[src/rtl/utf_pkg.sv]
// Shared constants and state encoding for the UART receive/transmit framing path.
// Width constants are common to both directions so framing stays symmetric.
package utf_pkg;

    typedef enum logic [1:0] {
        S_IDLE    = 2'd0,
        S_COLLECT = 2'd1,
        S_PUSH    = 2'd2,
        S_ERR     = 2'd3
    } utf_state_e;

    localparam int POS_ARRAY   = 8;
    localparam int BYTE_IN     = 8;
    localparam int DATA_FIFO   = POS_ARRAY * BYTE_IN;
    localparam int MIN_BYTES   = 4;
    localparam int TIMEOUT_CYC = 1024;

endpackage

[src/rtl/utf_timeout.sv]
// Inter-byte silence counter: counts enabled cycles since the last clear and
// flags the cycle on which the silence window is used up.
module utf_timeout
    import utf_pkg::*;
#(
    parameter int timeout_cyc = TIMEOUT_CYC
) (
    input  logic sys_clk,
    input  logic sys_rst_l,
    input  logic clear_i,
    input  logic enable_i,
    output logic expired_o
);

    localparam int TW = $clog2(timeout_cyc);
    localparam logic [TW-1:0] LAST_CNT = TW'(timeout_cyc - 1);

    logic [TW-1:0] count_q;
    logic [TW-1:0] count_d;

    always_comb begin
        count_d = count_q;
        if (clear_i) begin
            count_d = '0;
        end else if (enable_i) begin
            count_d = count_q + 1'b1;
        end
    end

    always_ff @(posedge sys_clk) begin
        if (sys_rst_l) begin
            count_q <= '0;
        end else begin
            count_q <= count_d;
        end
    end

    assign expired_o = (count_q == LAST_CNT);

endmodule

[src/rtl/log_utf.sv]
// UART receive assembler: packs received bytes little-endian into one FIFO word,
// closing a frame after pos_array bytes or after a period of inter-byte silence.
module log_utf
    import utf_pkg::*;
#(
    parameter int pos_array   = POS_ARRAY,
    parameter int byte_in     = BYTE_IN,
    parameter int data_fifo   = pos_array * byte_in,
    parameter int min_bytes   = MIN_BYTES,
    parameter int timeout_cyc = TIMEOUT_CYC
) (
    input  logic                 sys_clk,
    input  logic                 sys_rst_l,
    input  logic [byte_in-1:0]   rx_data,
    input  logic                 rx_ready,
    input  logic                 fifo_full,
    output logic [data_fifo-1:0] D_fifo,
    output logic                 push,
    output logic                 frame_err,
    output logic                 overrun,
    output logic                 busy
);

    localparam int CW = $clog2(pos_array) + 1;
    localparam int IW = $clog2(pos_array);
    localparam logic [CW-1:0] LAST_C = CW'(pos_array - 1);
    localparam logic [CW-1:0] MIN_C  = CW'(min_bytes);

    utf_state_e    state_q;
    logic [CW-1:0] cont_q;
    logic          expired;
    logic          tmr_clear;
    logic          tmr_enable;
    logic          clr_asm;

    // The assembly register is wiped whenever the FSM returns to idle.
    assign clr_asm    = ((state_q == S_PUSH) && !fifo_full) || (state_q == S_ERR);
    assign tmr_enable = (state_q == S_COLLECT) && !rx_ready;
    assign tmr_clear  = (state_q != S_COLLECT) || rx_ready || expired;

    utf_timeout #(
        .timeout_cyc(timeout_cyc)
    ) u_timeout (
        .sys_clk  (sys_clk),
        .sys_rst_l(sys_rst_l),
        .clear_i  (tmr_clear),
        .enable_i (tmr_enable),
        .expired_o(expired)
    );

    generate
        for (genvar gi = 0; gi < pos_array; gi++) begin : g_byte
            logic [byte_in-1:0] byte_q;
            logic               we;

            assign we = rx_ready &&
                        (((state_q == S_IDLE) && (gi == 0)) ||
                         ((state_q == S_COLLECT) && (cont_q[IW-1:0] == IW'(gi))));

            always_ff @(posedge sys_clk) begin
                if (sys_rst_l || clr_asm) begin
                    byte_q <= '0;
                end else if (we) begin
                    byte_q <= rx_data;
                end
            end

            assign D_fifo[gi*byte_in +: byte_in] = byte_q;
        end
    endgenerate

    always_ff @(posedge sys_clk) begin
        if (sys_rst_l) begin
            state_q <= S_IDLE;
            cont_q  <= '0;
        end else begin
            case (state_q)
                S_IDLE: begin
                    if (rx_ready) begin
                        cont_q  <= CW'(1);
                        state_q <= S_COLLECT;
                    end
                end
                S_COLLECT: begin
                    // A byte arriving on the expiry cycle takes priority over the timeout.
                    if (rx_ready) begin
                        cont_q <= cont_q + 1'b1;
                        if (cont_q == LAST_C) begin
                            state_q <= S_PUSH;
                        end
                    end else if (expired) begin
                        state_q <= (cont_q >= MIN_C) ? S_PUSH : S_ERR;
                    end
                end
                S_PUSH: begin
                    if (!fifo_full) begin
                        state_q <= S_IDLE;
                        cont_q  <= '0;
                    end
                end
                S_ERR: begin
                    state_q <= S_IDLE;
                    cont_q  <= '0;
                end
                default: begin
                    state_q <= S_IDLE;
                    cont_q  <= '0;
                end
            endcase
        end
    end

    assign push      = !sys_rst_l && (state_q == S_PUSH) && !fifo_full;
    assign overrun   = !sys_rst_l && (state_q == S_PUSH) && rx_ready;
    assign frame_err = !sys_rst_l && (state_q == S_ERR);
    assign busy      = (state_q != S_IDLE);

endmodule

[config.mk]
export PLATFORM = sky130hd
export DESIGN_NAME = log_utf
export DESIGN_NICKNAME = d
export VERILOG_FILES = /design/src/rtl/utf_pkg.sv /design/src/rtl/utf_timeout.sv /design/src/rtl/log_utf.sv
export SDC_FILE = /design/constraint.sdc
export NUM_CORES = 1
export LEC_CHECK = 0
export ABC_AREA = 1
export CORE_UTILIZATION = 49
export DETAILED_ROUTE_END_ITERATION = 8
export GPL_TIMING_DRIVEN = 0
export PLACE_DENSITY = 0.79
export SYNTH_ARGS = -nofsm -noshare
export SYNTH_HDL_FRONTEND = slang
export SYNTH_HIERARCHICAL = 1
export SYNTH_SLANG_ARGS = --single-unit
[constraint.sdc]
create_clock -name sys_clk -period 1.8 [get_ports sys_clk]
set_input_delay 0.27 -clock sys_clk [delete_from_list [all_inputs] [get_ports sys_clk]]
set_output_delay 0.27 -clock sys_clk [all_outputs]
set_load 0.01 [all_outputs]
==> results.md <==
- Routed len/inst: about 15 um
- Largest net degree at the start of global routing: 16
- Min Tclk post-route: between 1500 and 2000 ps
- Status: complete, but fails checks
- Actual slew at the worst max-slew pin: between 500 and 600 ps
- Pwr Total: roughly 3800 uW
- Slew headroom: between 60% and 70%
- Residual DRC: 9
- Setup violations, final: 0
- CTS tree: done
- Syn Nets: around 450
- Die width: 84.9 um
- Initial Util: approximately half
- Violated checks: design-rule violations
- Clock sink count: 80
- Post-DP Area: ~4200 sq um
- Final Instance Area: about 4400 sq um
- Die ar.: ~7200 sq um
- Antenna viol nets, final: 0
- P per Cell Area: 863 nW/um^2
- H-tree levels: 3
- I/O pins: 80
- CTS buffer count: 9
- Cts hold-fix bufs: 0
- Worst hold margin: around 290 ps
- # fillers: 534
- Core area: between 6000 and 7000 sq um
- Area of the mapped netlist: between 3000 and 4000 sq um
- Antenna cell count: 0
- Area grow syn2layout: 30.6%
- Synth unique cells: 26
- Hold Fails Final Rpt: 0
- Final worst-path cycle share: a little over nine tenths
- Total GRT Usage: about 26%
- Clk slew on worst S/H paths: ~90 ps
- Path category of the worst min-delay check: primary input to flip-flop
- Synth Instances: approximately 430
- RR Startpoint: cont_q[1]
- Final #Nets: around 530
- FP Rows: 29
- WS Path Type: flip-flop to primary output
- Via count: roughly 3,300
- Yosys warning total: 6
- Max Clk Rate: 0.590 GHz
- Layout cells sized above 1: about an eighth
- Clock Tree Root: clkbuf_8
- Crit path arrival time: between 1000 and 1500 ps
- Sequential fraction of the synthesis area: 47.6%
- Worst-case clock buffer depth: 2
- GRT overflow: 0
- RSZ-0062 raised after global routing: no
- Critical path endpoint category: primary output
- Initial antenna violation count: 0
- Leakage: 0.00157 uW
- PortBufs: 71
- Vias per inst: between 5 and 6
- Required @ worst endpoint: approximately 1500 ps
- Vias in the first global route: around 2,900
- Yosys reg bits: 80
- Max Slew Vio Count: 0
- Initial DRC Count: around 240
- Clk_lat worst skew: 370 ps
- Detail Placement HPWL: around 6.3 mm
- Gpl congestion: slightly below 0.9
- Post-layout util: about two thirds
- Vert. Die Dim: about 85 um
- Max-cap violations: 0
- Syn_area_per_cell: between 7 and 8 sq um
- Worst vdd ir: about 0.00055 V
- Worst setup path start: state_q[0]
- WL final: approximately 9.0 mm
- First-pass GRT wire length: about 14 mm
- Hold Startpoint: rx_data[6]
- Pre-Repair DR Iteration Count: 7
- Worst Path Max Fanout: 6
- Startpoint types: flip-flop
- Skew final: about 9.4 ps
## synthesized netlist by cell type
master      n  area, sq um
nand2_1   102          383
dfxtp_1    80         1600
a21oi_1    75          375
nand4_1    42          263
nand3_1    24          120
inv_1      22         82.6
nor2_1     13         48.8
clkbuf_1   12         45.0
clkbuf_2    8         40.0
buf_2       7         35.0
ha_1        7         87.6
buf_6       6         67.6
o21ai_0     6         30.0
nand3_2     5         50.1
nand2_2     3         18.8
nor2_4      2         22.5
nor3_1      2         10.0
nor4_1      2         12.5
o21bai_1    2         15.0
a21oi_2     1         8.76
a31oi_1     1         6.26
inv_2       1         3.75
nand4_2     1         12.5
nor2_2      1         6.26
nor3_2      1         10.0
o21bai_2    1         11.3
## layout make-up
cell class                 count  area, sq um  share of cell area, %
sequential                    80         1610                   36.5
multi-input combinational    291         1510                   34.3
timing repair buffer          74          732                   16.6
buffer                        31          186                   4.24
clock buffer                   9          124                   2.82
tap                           77         96.3                   2.19
inverter                      23         86.3                   1.96
clock inverter                 7         56.3                   1.28
## power breakdown
part	total, uW	switching (uW)	internal (uW)
clock	1230	718	514
sequential	1870	50.9	1820
combinational	690	443	247
## metal layers
layer	GRT usage (%)	share of wire, %	up-vias
met5	0	0	-
met4	12.5	1.9	0
met3	5.06	7.5	22
met2	40.4	47	160
met1	34.0	44	1523
li1	-	-	1620
## cell families (layout without fill, tap and decap cells)
| kind of cell | after synthesis | after routing | share of synthesized area (%) |
|---|---|---|---|
| AO/OA/AOI/OAI | 86 | 86 | 13.3 |
| flip-flops | 80 | 80 | 47.6 |
| AND/OR/NAND/NOR | 198 | 198 | 28.4 |
| adder cells (fa/ha/maj) | 7 | 7 | 2.60 |
| buffers and inverters | 56 | 144 | 8.14 |
## state kept, by name (all words and copies together) (netlist names)
register           count
cont_q                 4
g_byte.byte_q         64
state_q                2
u_timeout/count_q     10
## cell usage in the layout (no fill, tap or decap), drive strengths merged, types with 4 or more instances in the layout
master         Yosys  routed
nand2            105     105
dfxtp             80      80
a21oi             76      76
clkdlybuf4s50      0      67
nand4             43      43
nand3             29      29
clkbuf            20      27
inv               23      25
nor2              16      16
buf               13      16
ha                 7       7
o21ai              6       6
clkinv             0       4
## worst max-delay path: stages (launching register included)
cell and delay [ps]:
dfxtp_4 410, nor2_1 60, inv_1 70, clkdlybuf4s50_1 530
## path summary, 6_finish.rpt
kind	to	slack [ps]	depth (start not counted)
setup / recovery	busy	100	3
hold / removal	g_byte[0].byte_q[6]	290	3
setup reg to reg	g_byte[5].byte_q[3]	130	6
hold reg to reg	g_byte[2].byte_q[0]	460	2
## what timing repair did
| item | 4_1_cts | 5_1_grt |
|---|---|---|
| resized for setup | 10 | 10 |
| hold endpoints to repair | 0 | 0 |
| pin swaps | 0 | 1 |
| endpoints found under the setup margin | 19 | 46 |
| setup buffers | 0 | 3 |
| gates cloned | 0 | 0 |
## stage by stage
stage	instances	setup WS (ps)	setup TNS, ps
CTS	591	23.0	0
global placement	575	-228	-1530
finish	592	105	0
floorplan	427	233	0
global route	592	7.28	0
detailed placement	575	-231	-2950
Note: power is estimated with default switching activity, not from simulation.
